===== src/rtl/duty_ctrl_pkg.sv =====
// rtl/duty_ctrl_pkg.sv - shared types and widths for the duty-cycle push-button controller
package duty_ctrl_pkg;

  localparam int DUTY_W = 32;

  typedef enum logic [1:0] {
    IDLE,
    HOLD,
    REPEAT
  } state_t;

  typedef enum logic {
    INC,
    DEC
  } dir_t;

endpackage


===== src/rtl/btn_conditioner.sv =====
// rtl/btn_conditioner.sv - raw active-low button to synchronized, debounced level plus press pulse
module btn_conditioner #(
  parameter int DEBOUNCE_CYCLES = 500_000
) (
  input  logic i_clk,
  input  logic i_rst_n,
  input  logic i_btn_n,
  output logic o_level,
  output logic o_press
);

  localparam int CNT_W = (DEBOUNCE_CYCLES > 1) ? $clog2(DEBOUNCE_CYCLES) : 1;

  logic [1:0]       r_sync;
  logic [CNT_W-1:0] r_cnt;
  logic             r_level;
  logic             r_press;

  // Press pulse is registered together with the level flip so both are seen on the same edge.
  always_ff @(posedge i_clk or negedge i_rst_n) begin
    if (!i_rst_n) begin
      r_sync  <= 2'b00;
      r_cnt   <= '0;
      r_level <= 1'b0;
      r_press <= 1'b0;
    end else begin
      r_sync  <= {r_sync[0], ~i_btn_n};
      r_press <= 1'b0;
      if (r_sync[1] == r_level) begin
        r_cnt <= '0;
      end else if (r_cnt == CNT_W'(DEBOUNCE_CYCLES - 1)) begin
        r_cnt   <= '0;
        r_level <= r_sync[1];
        r_press <= r_sync[1];
      end else begin
        r_cnt <= r_cnt + 1'b1;
      end
    end
  end

  assign o_level = r_level;
  assign o_press = r_press;

endmodule


===== src/rtl/duty_cycle_ctrl.sv =====
// rtl/duty_cycle_ctrl.sv - push-button press/hold FSM stepping a saturating PWM duty count
// Optional auto-repeat on long hold: define DUTY_CTRL_AUTOREPEAT_EN.
module duty_cycle_ctrl
  import duty_ctrl_pkg::*;
#(
  parameter int CLK_FREQ        = 50_000_000,
  parameter int PWM_FREQ        = 50,
  parameter int DC_MIN          = 50_000,
  parameter int DC_MAX          = 100_000,
  parameter int DC_INIT         = 75_000,
  parameter int DC_STEP         = 5_000,
  parameter int DEBOUNCE_CYCLES = 500_000,
  parameter int REPEAT_DELAY    = 25_000_000,
  parameter int REPEAT_RATE     = 5_000_000
) (
  input  logic              clk,
  input  logic              rst_n,
  input  logic              btn_inc_n,
  input  logic              btn_dec_n,
  output logic [DUTY_W-1:0] duty,
  output logic              duty_upd,
  output logic              at_min,
  output logic              at_max
);

  localparam int  PERIOD_COUNTS = CLK_FREQ / PWM_FREQ;
  localparam int  SUM_W         = DUTY_W + 1;
  localparam bit  CFG_OK        = (DC_MIN <= DC_INIT) && (DC_INIT <= DC_MAX) &&
                                  (DC_MAX <= PERIOD_COUNTS) && (DEBOUNCE_CYCLES > 0) &&
                                  (REPEAT_DELAY > 0) && (REPEAT_RATE > 0);

  if (!CFG_OK) begin : g_cfg_invalid
  end

  logic w_inc_lvl, w_inc_press, w_dec_lvl, w_dec_press;

  btn_conditioner #(.DEBOUNCE_CYCLES(DEBOUNCE_CYCLES)) u_btn_inc (
    .i_clk(clk), .i_rst_n(rst_n), .i_btn_n(btn_inc_n),
    .o_level(w_inc_lvl), .o_press(w_inc_press)
  );

  btn_conditioner #(.DEBOUNCE_CYCLES(DEBOUNCE_CYCLES)) u_btn_dec (
    .i_clk(clk), .i_rst_n(rst_n), .i_btn_n(btn_dec_n),
    .o_level(w_dec_lvl), .o_press(w_dec_press)
  );

  state_t            r_state;
  dir_t              r_dir;
  logic [DUTY_W-1:0] r_duty;
  logic              r_upd, r_at_min, r_at_max;

`ifdef DUTY_CTRL_AUTOREPEAT_EN
  localparam int RPT_MAX = (REPEAT_DELAY > REPEAT_RATE) ? REPEAT_DELAY : REPEAT_RATE;
  localparam int RPT_W   = (RPT_MAX > 1) ? $clog2(RPT_MAX) : 1;
  logic [RPT_W-1:0] r_cnt;
  logic             w_oth_lvl;
`endif

  dir_t              w_dir;
  logic              w_act_lvl, w_start_inc, w_start_dec, w_step;
  logic [SUM_W-1:0]  w_sum;
  logic [DUTY_W-1:0] w_inc_val, w_dec_val, w_next;

  // A press is only accepted while the other button is fully released.
  always_comb begin
    w_start_inc = w_inc_press & ~w_dec_lvl;
    w_start_dec = w_dec_press & ~w_inc_lvl;
    w_act_lvl   = (r_dir == INC) ? w_inc_lvl : w_dec_lvl;
`ifdef DUTY_CTRL_AUTOREPEAT_EN
    w_oth_lvl   = (r_dir == INC) ? w_dec_lvl : w_inc_lvl;
`endif
    w_dir = r_dir;
    if (r_state == IDLE) w_dir = w_start_inc ? INC : DEC;

    w_step = 1'b0;
    case (r_state)
      IDLE:   w_step = w_start_inc | w_start_dec;
`ifdef DUTY_CTRL_AUTOREPEAT_EN
      HOLD:   w_step = w_act_lvl & ~w_oth_lvl & (r_cnt == RPT_W'(REPEAT_DELAY - 1));
      REPEAT: w_step = w_act_lvl & ~w_oth_lvl & (r_cnt == RPT_W'(REPEAT_RATE - 1));
`endif
      default: w_step = 1'b0;
    endcase

    w_sum     = {1'b0, r_duty} + SUM_W'(DC_STEP);
    w_inc_val = (w_sum > SUM_W'(DC_MAX)) ? DUTY_W'(DC_MAX) : w_sum[DUTY_W-1:0];
    w_dec_val = ({1'b0, r_duty} < (SUM_W'(DC_MIN) + SUM_W'(DC_STEP))) ?
                DUTY_W'(DC_MIN) : (r_duty - DUTY_W'(DC_STEP));
    w_next    = (w_dir == INC) ? w_inc_val : w_dec_val;
  end

  always_ff @(posedge clk or negedge rst_n) begin
    if (!rst_n) begin
      r_state  <= IDLE;
      r_dir    <= INC;
      r_duty   <= DUTY_W'(DC_INIT);
      r_upd    <= 1'b0;
      r_at_min <= (DC_INIT == DC_MIN);
      r_at_max <= (DC_INIT == DC_MAX);
`ifdef DUTY_CTRL_AUTOREPEAT_EN
      r_cnt    <= '0;
`endif
    end else begin
      r_upd <= 1'b0;
      if (w_step) begin
        r_duty   <= w_next;
        r_upd    <= (w_next != r_duty);
        r_at_min <= (w_next == DUTY_W'(DC_MIN));
        r_at_max <= (w_next == DUTY_W'(DC_MAX));
      end
      case (r_state)
        IDLE: begin
`ifdef DUTY_CTRL_AUTOREPEAT_EN
          r_cnt <= '0;
`endif
          if (w_step) begin
            r_dir   <= w_dir;
            r_state <= HOLD;
          end
        end
`ifdef DUTY_CTRL_AUTOREPEAT_EN
        HOLD: begin
          if (!w_act_lvl || w_oth_lvl) begin
            r_state <= IDLE;
          end else if (w_step) begin
            r_cnt   <= '0;
            r_state <= REPEAT;
          end else begin
            r_cnt <= r_cnt + 1'b1;
          end
        end
        REPEAT: begin
          if (!w_act_lvl || w_oth_lvl) begin
            r_state <= IDLE;
          end else if (w_step) begin
            r_cnt <= '0;
          end else begin
            r_cnt <= r_cnt + 1'b1;
          end
        end
`else
        HOLD: begin
          if (!w_act_lvl) r_state <= IDLE;
        end
`endif
        default: r_state <= IDLE;
      endcase
    end
  end

  assign duty     = r_duty;
  assign duty_upd = r_upd;
  assign at_min   = r_at_min;
  assign at_max   = r_at_max;

endmodule


===== config.mk =====
export PLATFORM = sky130hd
export DESIGN_NAME = duty_cycle_ctrl
export DESIGN_NICKNAME = d
export VERILOG_FILES = /design/src/rtl/duty_ctrl_pkg.sv /design/src/rtl/btn_conditioner.sv /design/src/rtl/duty_cycle_ctrl.sv
export SDC_FILE = /design/constraint.sdc
export NUM_CORES = 1
export LEC_CHECK = 0
export BUFFER_PORTS_ARGS = -buffer_cell sky130_fd_sc_hd__buf_2
export CORE_MARGIN = 2
export CORE_UTILIZATION = 28
export CTS_CLUSTER_DIAMETER = 50
export DETAILED_ROUTE_END_ITERATION = 6
export HOLD_SLACK_MARGIN = 0.06
export RECOVER_POWER = 100
export SLEW_MARGIN = 20
export SYNTH_ARGS = -nofsm -noshare
export SYNTH_HDL_FRONTEND = slang
export SYNTH_HIERARCHICAL = 1
export SYNTH_SLANG_ARGS = --single-unit

===== constraint.sdc =====
create_clock -name clk -period 4.3 [get_ports clk]
set_input_delay 0.43 -clock clk [delete_from_list [all_inputs] [get_ports clk]]
set_output_delay 0.43 -clock clk [all_outputs]
set_load 0.03 [all_outputs]

# After elaboration in Yosys (flattened, before gate mapping)
# Index checks and enable logic that the tools add are counted.
dict set report word_totals {
  register_bits 84
  elab_cells 63
  output_inout_bits 35
  inputBits 4
}
dict set report classes {
  n_bitwise 9
  n_addsub 4
  magnitude_cmp 2
  n_reduce_logical 5
  eq_ne 10
  mux 19
}
# cell n
set op_table {}
lappend op_table {{$mux 32} 3}
lappend op_table {{$mux 19} 4}
lappend op_table {{$add 19x1->19 const B} 2}
lappend op_table {{$eq 19x19->1 const B} 2}
lappend op_table {{$add 32x13->33 const B} 1}
lappend op_table {{$gt 33x17->1 const B} 1}
lappend op_table {{$eq 32x16->1 const B} 1}
lappend op_table {{$eq 32x17->1 const B} 1}
lappend op_table {{$lt 32x16->1 const B} 1}
lappend op_table {{$ne 32x32->1} 1}
lappend op_table {{$sub 32x13->32 const B} 1}
lappend op_table {{$mux 1} 9}
lappend op_table {{$reduce_and 2->1} 4}
lappend op_table {{$not 1->1} 6}
lappend op_table {{$mux 2} 2}
lappend op_table {{$ne 2x2->1 const B} 2}
lappend op_table {{$pmux 2 s2} 1}
lappend op_table {{$and 1x1->1} 2}
lappend op_table {{$eq 1x1->1} 2}
lappend op_table {{$eq 2x1->1 const B} 1}
lappend op_table {{$logic_not 2->1} 1}
lappend op_table {{$or 1x1->1} 1}

# Depth between registers and ports, before layout
dict set report logic_depth {
  word_depth 7
  depth_mapped 13
  ltp_nobuf 11
}

# Hierarchy
# Netlist, hierarchy kept.
# module instances cells_each area_per_inst_um2 seq_area_each_um2
set by_module_without_submodules {}
lappend by_module_without_submodules {duty_cycle_ctrl 1 594 4341.7 935.9}
lappend by_module_without_submodules {btn_conditioner 2 111 1122.3 575.6}

# Worst setup path before layout
# No wires, ideal clock.
dict set report synth_timing {
  kind {register to register}
  start {register r_duty[3] (netlist: duty[3])}
  end {register r_upd (netlist: duty_upd)}
  arrival_ps 3282
  slack_ps 881
  required_ps 4164
  period_less_slack_ps 3419
  stages_incl_launch_ff 14
  path_buffers 2
  setup_time_ps 136
  cell_sequence {dfstp_2 > clkbuf_1 > inv_1 > ha_1 > or3b_1 > clkbuf_1 > a211oi_2 > and3_1 > or2_1 > mux2_2 > a211o_1 > a2111oi_0 > and4_1 > a31oi_1}
}
dict set report synth_via {
  elab_chain_len 6
  word_cells_on_any_way 9
  classes_between {add/sub (2); order compare (2); eq/ne (1); mux (4)}
}
# item line_no
set synth_rtl {}
lappend synth_rtl {{from (decl)} duty_cycle_ctrl.sv:49} ;# logic [DUTY_W-1:0] r_duty;
lappend synth_rtl {{from (signal assigned)} duty_cycle_ctrl.sv:96} ;# r_duty <= DUTY_W'(DC_INIT);
lappend synth_rtl {{from (signal assigned)} duty_cycle_ctrl.sv:106} ;# r_duty <= w_next;
lappend synth_rtl {{$add 32x13->33} duty_cycle_ctrl.sv:85} ;# w_sum = {1'b0, r_duty} + SUM_W'(DC_STEP);
lappend synth_rtl {{$gt 33x17->1} duty_cycle_ctrl.sv:86} ;# w_inc_val = (w_sum > SUM_W'(DC_MAX)) ? DUTY_W'(DC_MAX) : w_sum[DUTY_W-1:0];
lappend synth_rtl {{$mux 32} duty_cycle_ctrl.sv:86}
lappend synth_rtl {{$mux 32} duty_cycle_ctrl.sv:89} ;# w_next = (w_dir == INC) ? w_inc_val : w_dec_val;
lappend synth_rtl {{$ne 32x32->1 (*)} duty_cycle_ctrl.sv:107} ;# r_upd <= (w_next != r_duty);
lappend synth_rtl {{$mux 1 (*)} duty_cycle_ctrl.sv:105} ;# if (w_step) begin
lappend synth_rtl {{to (signal assigned)} duty_cycle_ctrl.sv:107}
lappend synth_rtl {{to (decl)} duty_cycle_ctrl.sv:50} ;# logic r_upd, r_at_min, r_at_max;
# Every way passes the cells marked *; elsewhere a longest branch is shown, timed or not.
# A chain may end at the register's enable or synchronous reset.

# Final worst setup path
dict set report layout_timing {
  start {register r_duty[7] (netlist: duty[7])}
  end {register r_upd (netlist: duty_upd)}
}
# The elaborated chain is that of the path after synthesis.

==> summary.txt <==
Critical path
  – Critical Path Slowest Stage Cell: dfstp_1
  – Critical Path Source Type: flip-flop
  – Reg2Reg Setup Slack: 0.14 ns
  – FF-to-FF Start: duty[7]
  – CP required: 4.53 ns
  – Critical path arrival: 4.39 ns
  – Crit. End Element: flip-flop
  – Crit-path max cell delay: 0.95 ns
  – R2r worst-path depth: 9
  – Critical path type: flip-flop to flip-flop
  – Crit path max fanout: 15
  – Worst reg2reg endpoint: duty_upd
  – Crit-path cells: nand4_1 > o211ai_1 > nor3_1 > or2_1 > mux2_2 > a211o_1 > a2111oi_0 > and4_1 > a31oi_1

Synth
  – Mean Syn Cell Area: 8.07 um2
  – Gate Count Post-Synth: 816
  – Synth Net Count: 824
  – Async set or reset register ratio after synthesis: 1.00
  – Synth cell types: 82
  – Sequential element share of the synthesized area: 0.317
  – Area of the mapped netlist: 6590 um2
  – Yosys warns: 6
  – Synth Flop Type: dfrtp_1
  – EDFF count, synth: 0
  – Synth top area cells: dfrtp_1 (28%), nand2_1 (4.5%), xnor2_1 (4.4%)
  – Post-synth top area share: 0.285
  – Cell taking the most area after synthesis: dfrtp_1
  – Post-synthesis register bit count: 83

Timing
  – Final hold vios: 0
  – Max_slew headroom: -0.731
  – Post-route setup TNS: 0 ns
  – Clock skew: 0.00570 ns
  – Setup WS post-layout: 0.137 ns
  – RSZ-0062 raised after global routing: false
  – Worst-Margin Slew: 2.60 ns
  – Pins Over Slew Limit: 83
  – Period minus WS final: 4.16 ns
  – Setup-failing EPs final: 0
  – Fmax: 240 MHz
  – Worst hold slack: 0.203 ns
  – Period utilization: 0.968

Clock network
  – CTS tree: done
  – Sink Count: 83
  – Hold-fix buffers, CTS: 0
  – Clk slew on worst S/H paths: 0.07 ns
  – Postcts setup bufs: 0
  – CTS buffer count: 9
  – Post-cts resize count: 0
  – Root Buffer: clkbuf_16
  – Max Root-Sink Buffers: 2
  – Worst-Skew Late Latency: 0.36 ns
  – CTS H-tree depth: 3

Route
  – Starting DRT DRC Count: 1002
  – Via count: 6760
  – DR pass1 iterations: 6
  – DRC: 0
  – Final ANT Viol Nets: 0
  – Routed wire length: 22900 um
  – Routed wire length per instance: 19.6 um
  – Via density: 5.80

Power and ir drop
  – Leakage: 2.71 nW
  – Sw Ratio: 0.245
  – Comb power frac: 0.020
  – Sequential share of power: 0.479
  – Internal power: 1.25 mW
  – Peak supply drop: 0.142 mV
  – Pwr per Cell Area: 223 nW/um2
  – Clock share of power: 0.501
  – NetSw: 0.406 mW

Global routing
  – Grt total ovfl: 0
  – First-pass GRT wire length: 36600 um
  – GRT Overall Usage: 0.190
  – Vias in the first global route: 6391
  – Initial antenna violation count: 0
  – Largest net degree at the start of global routing: 47

Floorplanning
  – Site Rows: 56
  – Die Wd: 157 um
  – CORE AREA: 23300 um2
  – Chip height: 157 um
  – Initial Util: 0.283
  – I/O Pins: 39
  – Die area: 24800 um2

Status
  – Violated checks: capacitance limit, slew limit
  – Outcome: complete, but fails checks

Min path
  – Hold Crit Depth: 2
  – HP Class: input pin to flip-flop
  – Hold EP: u_btn_inc/r_sync[0]
  – Startpoint of the worst hold path: btn_inc_n

Placed design
  – Final GP Congestion: 0.961
  – PortBufs: 38
  – HPWL Detailed: 16500 um
  – Placement Setup Slack: 0.307 ns

Final layout
  – Fillers: 2494
  – Final nets: 849
  – Multi-input logic area: 4110 um2
  – Area grow syn2layout: 12.8%
  – Share of layout cells above drive strength 1: 0.123
  – Antenna Cells: 0
  – Register area: 2090 um2

Job
  – Max Cap Viol: 3
-- critical path, delay by kind of cell, from the launching register on --
family	cells	cell delay, ns
AOI/OAI and AO/OA	4	1.65
DFF	1	0.95
muxes	1	0.30
and+or+nand+nor	4	1.13
-- metal layers --
layer	track usage	part of all wire
met5	0	0
met4	0.0727	0.031
met3	0.0534	0.10
met2	0.288	0.44
met1	0.255	0.42
-- power groups by stage --
| stage | clock, mW | combinational [mW] | sequential [mW] |
|---|---|---|---|
| after global routing | 0.886 | 0.0398 | 0.796 |
| after floorplan | 0 | 0.0163 | 0.807 |
| after global placement | 0 | 0.0359 | 0.810 |
| after CTS | 0.853 | 0.0371 | 0.795 |
| final | 0.831 | 0.0331 | 0.795 |
| after detailed placement | 0 | 0.0368 | 0.810 |
-- through the flow --
stage	std cells	area (um2)	total power [mW]	util
after floorplan	816	6590	0.823	-
after global placement	1149	7190	0.846	0.309
after detailed placement	1149	7190	0.847	0.309
after CTS	1165	7500	1.69	0.323
after global routing	1165	7430	1.72	0.319
final	1165	7430	1.66	0.319
-- sequential cells by signal, indices dropped and copies added (netlist names) --
name,count
u_btn_inc/o_level,1
r_dir,1
duty_upd,1
duty,32
at_min,1
u_btn_dec/r_cnt,19
u_btn_inc/r_sync,2
u_btn_dec/o_press,1
u_btn_inc/o_press,1
u_btn_dec/r_sync,2
r_state,1
u_btn_inc/r_cnt,19
at_max,1
u_btn_dec/o_level,1
-- cell type report --
type,instances,area share
multi-input combinational,646,0.553
sequential,83,0.281
timing repair buffer,81,0.0611
tap,319,0.0537
clock buffer,9,0.0303
clock inverter,7,0.0111
inverter,20,0.0101
-- layout by cell type, fill, tap and decap left out, drive strengths merged, types with 5 or more instances in the layout --
cell type / n
and3: 8
a21oi: 46
clkbuf: 43
nand3: 39
a2111oi: 6
nor2: 69
or4: 7
o31a: 5
nor4: 23
a311o: 5
inv: 23
o21a: 5
a311oi: 6
a41oi: 5
xnor2: 33
and4: 10
mux2: 6
a22oi: 5
nand2b: 7
nor4b: 8
xor2: 10
dfrtp: 75
a31oi: 15
o31ai: 10
a211oi: 15
dfstp: 8
and2: 9
o41ai: 5
nor3: 37
o21ai: 55
o22ai: 6
o211ai: 7
nand4: 37
or3: 10
nor3b: 5
buf: 47
nand2: 80
-- worst max-delay path by stage --
| stage | slack (ns) | from | to | depth (start not counted) |
|---|---|---|---|---|
| after global placement | 0.40 | duty[4] | duty_upd | 10 |
| after CTS | 0.30 | duty[4] | duty_upd | 10 |
| after global routing | 0.02 | duty[4] | duty_upd | 10 |
| after detailed placement | 0.31 | duty[4] | duty_upd | 10 |
| final | 0.14 | duty[7] | duty_upd | 9 |
| after floorplan | 0.88 | duty[3] | duty_upd | 13 |
-- Yosys cell counts (7+ instances only) --
master,n
o21ai_0,54
inv_1,20
and2_1,9
and3_1,8
nand3_1,39
a211oi_1,9
clkbuf_1,36
xor2_1,10
dfrtp_1,75
nor4_1,22
nor4b_1,8
buf_2,15
o211ai_1,7
a21oi_1,44
nand4_1,35
o31ai_1,8
and4_1,10
nor2_1,69
dfstp_2,8
nand2b_1,7
xnor2_1,33
or3_1,10
a31oi_1,15
nand2_1,79
nor3_1,36
-- cells by family (layout without fill, tap and decap cells) --
kind of cell             after synthesis  after routing  synth area share
AO/OA/AOI/OAI                        228            228             0.252
adder cells (fa/ha/maj)                4              4           0.00760
flip-flops                            83             83             0.317
AND/OR/NAND/NOR                      361            361             0.290
buffers and inverters                 87            117            0.0591
multiplexers                          10             10            0.0163
XOR/XNOR                              43             43            0.0572
No activity file was read; power rests on OpenSTA's default activity.
